File: config.mk
export PLATFORM = sky130hd
export DESIGN_NAME = uart_tx_queue
export DESIGN_NICKNAME = d
export VERILOG_FILES = /design/src/rtl/uart_pkg.sv /design/src/rtl/sync_fifo.sv /design/src/rtl/uart_tx_queue.sv
export SDC_FILE = /design/constraint.sdc
export NUM_CORES = 1
export LEC_CHECK = 0
export CORE_MARGIN = 2
export CORE_UTILIZATION = 65
export CTS_BUF_LIST = sky130_fd_sc_hd__clkbuf_8
export CTS_CLUSTER_DIAMETER = 50
export DETAILED_ROUTE_END_ITERATION = 10
export GPL_ROUTABILITY_DRIVEN = 0
export GPL_TIMING_DRIVEN = 0
export PLACE_DENSITY = 0.84
export SLEW_MARGIN = 20
export SYNTH_ARGS = -nofsm -noshare
export SYNTH_HDL_FRONTEND = slang
export SYNTH_SLANG_ARGS = --single-unit
File: constraint.sdc
create_clock -name clock -period 6.79 [get_ports clock]
set_clock_uncertainty 0.05 [all_clocks]
set_input_delay 0.679 -clock clock [delete_from_list [all_inputs] [get_ports clock]]
set_output_delay 0.679 -clock clock [all_outputs]
set_load 0.005 [all_outputs]
File: src/rtl/uart_pkg.sv
// Shared UART definitions: frame geometry, default baud divisor and the
// transmit FSM state encoding used by the TX queue (and later the RX side).
package uart_pkg;

    localparam int UART_DATA_BITS       = 8;
    localparam int UART_IDX_W           = $clog2(UART_DATA_BITS);
    localparam int DEFAULT_CLKS_PER_BIT = 434;  // 50 MHz / 115200 baud

    localparam logic [1:0] STATE_IDLE  = 2'd0;
    localparam logic [1:0] STATE_START = 2'd1;
    localparam logic [1:0] STATE_DATA  = 2'd2;
    localparam logic [1:0] STATE_STOP  = 2'd3;

    typedef enum logic [1:0] {
        ST_IDLE  = STATE_IDLE,
        ST_START = STATE_START,
        ST_DATA  = STATE_DATA,
        ST_STOP  = STATE_STOP
    } tx_state_e;

endpackage

File: src/rtl/sync_fifo.sv
// Single-clock FIFO with a registered occupancy count and a show-ahead head
// word; shared by the UART TX queue and the RX side.
module sync_fifo #(
    parameter int WIDTH = 8,
    parameter int DEPTH = 8
) (
    input  logic             clock,
    input  logic             reset_in,
    input  logic             wr_en,
    input  logic [WIDTH-1:0] wr_data,
    input  logic             rd_en,
    output logic [WIDTH-1:0] rd_data,
    output logic             full,
    output logic             empty
);

    localparam int PTR_W = $clog2(DEPTH);
    localparam int CNT_W = $clog2(DEPTH) + 1;

    logic [WIDTH-1:0] mem_q [DEPTH];
    logic [PTR_W-1:0] wr_ptr_q, wr_ptr_d;
    logic [PTR_W-1:0] rd_ptr_q, rd_ptr_d;
    logic [CNT_W-1:0] count_q, count_d;
    logic             do_wr;
    logic             do_rd;

    assign full    = (count_q == CNT_W'(DEPTH));
    assign empty   = (count_q == '0);
    assign do_wr   = wr_en & ~full;
    assign do_rd   = rd_en & ~empty;
    assign rd_data = mem_q[rd_ptr_q];

    // NOTE: every variable gets a default before any branch, otherwise a
    // path that skips an assignment turns it into an inferred latch.
    always_comb begin
        wr_ptr_d = wr_ptr_q;
        rd_ptr_d = rd_ptr_q;
        count_d  = count_q;
        if (do_wr) begin
            wr_ptr_d = wr_ptr_q + PTR_W'(1);
        end
        if (do_rd) begin
            rd_ptr_d = rd_ptr_q + PTR_W'(1);
        end
        case ({do_wr, do_rd})
            2'b10:   count_d = count_q + CNT_W'(1);
            2'b01:   count_d = count_q - CNT_W'(1);
            default: count_d = count_q;
        endcase
    end

    // NOTE: state registers use non-blocking assignments so every flop
    // samples the pre-edge values regardless of statement order.
    always_ff @(posedge clock or negedge reset_in) begin
        if (!reset_in) begin
            wr_ptr_q <= '0;
            rd_ptr_q <= '0;
            count_q  <= '0;
        end else begin
            wr_ptr_q <= wr_ptr_d;
            rd_ptr_q <= rd_ptr_d;
            count_q  <= count_d;
        end
    end

    // NOTE: the storage array is deliberately not reset; the count and
    // pointers guarantee that no stale entry is ever read out.
    always_ff @(posedge clock) begin
        if (do_wr) begin
            mem_q[wr_ptr_q] <= wr_data;
        end
    end

endmodule

File: src/rtl/uart_tx_queue.sv
// Buffered 8N1 UART transmitter: queues bytes from the core and streams them
// back-to-back on UART_TX, reporting full/busy/overflow status upstream.
module uart_tx_queue
    import uart_pkg::*;
#(
    parameter int CLKS_PER_BIT = DEFAULT_CLKS_PER_BIT,
    parameter int FIFO_DEPTH   = 8
) (
    input  logic       clock,
    input  logic       reset_in,
    input  logic [7:0] tx_data,
    input  logic       tx_start,
    output logic       tx_full,
    output logic       tx_empty,
    output logic       tx_busy,
    output logic       tx_overflow,
    output logic       UART_TX
);

    localparam int BAUD_W = $clog2(CLKS_PER_BIT);
    localparam logic [BAUD_W-1:0]     BAUD_LAST = BAUD_W'(CLKS_PER_BIT - 1);
    localparam logic [UART_IDX_W-1:0] IDX_LAST  = UART_IDX_W'(UART_DATA_BITS - 1);

    tx_state_e                 state_q, state_d;
    logic [BAUD_W-1:0]         baud_q, baud_d;
    logic [UART_IDX_W-1:0]     bit_idx_q, bit_idx_d;
    logic [UART_DATA_BITS-1:0] shift_q, shift_d;
    logic                      tx_q, tx_d;
    logic                      overflow_q, overflow_d;

    logic                      fifo_rd_en;
    logic [UART_DATA_BITS-1:0] fifo_rd_data;
    logic                      fifo_full;
    logic                      fifo_empty;
    logic                      bit_done;

    sync_fifo #(
        .WIDTH (UART_DATA_BITS),
        .DEPTH (FIFO_DEPTH)
    ) u_fifo (
        .clock    (clock),
        .reset_in (reset_in),
        .wr_en    (tx_start),
        .wr_data  (tx_data),
        .rd_en    (fifo_rd_en),
        .rd_data  (fifo_rd_data),
        .full     (fifo_full),
        .empty    (fifo_empty)
    );

    assign bit_done = (baud_q == BAUD_LAST);

    always_comb begin
        state_d    = state_q;
        baud_d     = bit_done ? '0 : baud_q + BAUD_W'(1);
        bit_idx_d  = bit_idx_q;
        shift_d    = shift_q;
        fifo_rd_en = 1'b0;
        case (state_q)
            ST_IDLE: begin
                baud_d = '0;
                if (!fifo_empty) begin
                    fifo_rd_en = 1'b1;
                    shift_d    = fifo_rd_data;
                    bit_idx_d  = '0;
                    state_d    = ST_START;
                end
            end
            ST_START: begin
                if (bit_done) begin
                    state_d = ST_DATA;
                end
            end
            ST_DATA: begin
                if (bit_done) begin
                    shift_d   = shift_q >> 1;
                    bit_idx_d = bit_idx_q + UART_IDX_W'(1);
                    if (bit_idx_q == IDX_LAST) begin
                        state_d = ST_STOP;
                    end
                end
            end
            ST_STOP: begin
                // Chain straight into the next start bit so queued frames
                // leave with no idle gap between them.
                if (bit_done) begin
                    if (!fifo_empty) begin
                        fifo_rd_en = 1'b1;
                        shift_d    = fifo_rd_data;
                        bit_idx_d  = '0;
                        state_d    = ST_START;
                    end else begin
                        state_d = ST_IDLE;
                    end
                end
            end
            default: state_d = ST_IDLE;
        endcase
    end

    // Line level follows the current state one cycle later, so every bit
    // still occupies exactly CLKS_PER_BIT cycles on the pin.
    always_comb begin
        tx_d = 1'b1;
        case (state_q)
            ST_START: tx_d = 1'b0;
            ST_DATA:  tx_d = shift_q[0];
            default:  tx_d = 1'b1;
        endcase
    end

    // A write into a full queue is lost even if a pop frees a slot this cycle.
    assign overflow_d = overflow_q | (tx_start & fifo_full);

    always_ff @(posedge clock or negedge reset_in) begin
        if (!reset_in) begin
            state_q    <= ST_IDLE;
            baud_q     <= '0;
            bit_idx_q  <= '0;
            shift_q    <= '0;
            tx_q       <= 1'b1;
            overflow_q <= 1'b0;
        end else begin
            state_q    <= state_d;
            baud_q     <= baud_d;
            bit_idx_q  <= bit_idx_d;
            shift_q    <= shift_d;
            tx_q       <= tx_d;
            overflow_q <= overflow_d;
        end
    end

    assign UART_TX     = tx_q;
    assign tx_full     = fifo_full;
    assign tx_empty    = fifo_empty;
    assign tx_busy     = (state_q != ST_IDLE) | ~fifo_empty;
    assign tx_overflow = overflow_q;

endmodule
==> flow_summary.yaml <==
outcome:
  status: "finished clean"
critical_path:
  timing.rr.start: "baud_q[1]"
  reg2reg_depth: 11
  end_kind: "register"
  startpoint_type: "register"
  crit_end: "u_fifo.count_q[3]"
  reg2reg_to: "u_fifo.count_q[3]"
  crit_required_ps: 7030
  worstPathArrival_ps: 3030
  critPathMaxFanout: 4
  worstSetupPathType: "reg -> reg"
  regToRegSetupSlack_ps: 3990
  crit_start: "baud_q[1]"
power_and_ir_drop:
  switchingPower_uw: 693
  p_int_uw: 1300
  ir_drop_v: 0.000266
  clockPowerShare: 0.176
  p_sw_frac: 0.348
  combPwrFrac: 0.386
  cellLeakagePower_uw: 0.00182
  power.density_nw_per_um2: 418
  p_total_uw: 1990
  pwr-share-seq: 0.438
sta:
  setup_viol: 0
  maxSlewHeadroom: 0.416
  fmax_ghz: 0.358
  fin_ws_ps: 3990
  tns_ps: 0
  hold_viol: 0
  worst_pin_slew_ps: 873
  fin_crit_ps: 2800
  finalCritPeriodShare: 0.412
  slew_violations: 0
  rsz0062_at_grt: "false"
synth:
  postSynth.asyncResetShare: 0.347
  synthFlopType: "edfxtp_1"
  synth_cell_types: 45
  netlist_area_um2: 4310
  synth_edf_count: 64
  syn-instance-count: 275
  synthesis.nets: 302
  yosysWarningCount: 0
  ys_seq_area_frac: 0.644
  syn_avg_cell_area_um2: 15.7
  synth-seq-cells: 98
cells_and_area:
  layout.nets: 329
  layout_commonest_cell: "edfxtp_1"
  area_growth_pct: 10.6
  layout_common_cells: "64 x edfxtp_1, 33 x dfrtp_1, 20 x o21ai_1"
  antenna_cells: 0
  layout-drive-gt1-share: 0.166
  finish.utilization: 0.747
cts:
  cts_sinks: 98
  clockBufferDepth: 2
  clock_latency_ps: 360
  numCtsBuffers: 9
  clk_pin_slew_ps: 100
  cts_setup_buffers: 0
  cts_tree: "built"
  cts.htree.levels: 3
  cts_resized: 0
  cts_root_buf: "clkbuf_8"
  cts_hold_buf: 0
floorplanning:
  core-area_um2: 6390
  die_h_um: 85.4
  rows: 29
  dieArea_um2: 7300
  boundaryPins: 16
  die_x_um: 85.4
  initial_core_util: 0.675
global_route:
  grt_first_pass_wirelength_mm: 11.9
  antenna_found_initial: 0
  grt_max_degree: 29
  grt_pass1_vias: 2382
  grt_overflow: 0
  track_usage: 0.222
detailed_routing:
  postRouteAntennaNets: 0
  route.vias.total: 2311
  first_pass_iters: 4
  drt-total-wl_mm: 7.31
  wl_per_cell_um: 19.0
  viasPerCell: 6.02
  first_iter_violations: 198
  drcViolationCount: 0
hold_path:
  hp-class: "in -> async"
placed_design:
  dp_hpwl_mm: 4.93
  post-place-ws_ps: 3770
  port_buffers: 15
run:
  drv_cap: 0
power by group through the flow:
stage / logic, uW / registers (uW) / clock network (uW)
6_report: 769 / 872 / 350
5_1_grt: 849 / 886 / 381
4_1_cts: 777 / 872 / 357
3_5_place_dp: 768 / 884 / 0
3_3_place_gp: 743 / 872 / 0
2_1_floorplan: 591 / 856 / 0
area by class of cell:
cell class	count	area, um2
tap	77	96.3
fill	394	1620
clock buffer	9	124
buffer	12	92.6
clock inverter	7	62.6
inverter	10	37.5
multi-input combinational	155	1420
timing repair buffer	16	165
sequential	98	2770
sequential cells by signal (all words and copies together), names as in the netlist, 2 cells and up:
register / cells
u_fifo.rd_ptr_q: 3
u_fifo.count_q: 4
shift_q: 8
u_fifo.wr_ptr_q: 3
bit_idx_q: 3
state_q: 2
baud_q: 9
u_fifo.mem_q: 64
worst min path at each step:
stage	start	to	slack, ps	depth (start not counted)
CTS	reset_in	shift_q[5]	90	1
detailed placement	tx_overflow	tx_overflow	400	1
finish	reset_in	shift_q[5]	100	1
global placement	tx_overflow	tx_overflow	390	1
global route	reset_in	shift_q[5]	90	1
floorplan	reset_in	baud_q[0]	330	0
cells by family after synthesis:
kind of cell,synth area share
adders and majority gates,0.0482
xor gates and xnor gates,0.0224
DFF,0.644
buffers and inverters,0.0302
AOI/OAI and AO/OA,0.0505
muxes,0.140
and+or+nand+nor,0.0656
per-stage QoR:
step	hold slack (ps)	instances	cell area [um2]
floorplan	333	275	4310
global placement	389	367	4560
detailed placement	398	368	4580
CTS	93.0	384	4770
global route	93.8	384	4770
finish	99.8	384	4770
metal layers:
layer / wire length [um] / GRT usage / up-vias / part of all wire
met5: 0 / 0 / - / 0
met4: 93 / 0.0808 / 0 / 0.013
met3: 317 / 0.0438 / 8 / 0.043
met2: 3720 / 0.359 / 66 / 0.51
met1: 3180 / 0.304 / 1147 / 0.44
li1: - / - / 1090 / -
Yosys cell counts, drive strengths merged (6+ instances only):
master  count  share of area
buf         9          0.019
dfrtp      33           0.19
edfxtp     64           0.45
ha         15          0.044
inv        10         0.0087
mux2        9          0.024
mux2i      11          0.026
mux4       16          0.091
nand2      14          0.012
nor2       16          0.014
o21ai      24          0.028
xnor2       6          0.012
critical path, stage by stage (launching register included):
cell and delay, ps:
dfrtp_1 400, inv_1 70, ha_1 130, and4b_1 290, a31oi_1 150, nor3_2 340, ha_1 280, ha_1 260
a21o_1 180, a21oi_1 170, mux2i_1 260, xnor2_1 140
(Power assumes the default switching activity.)
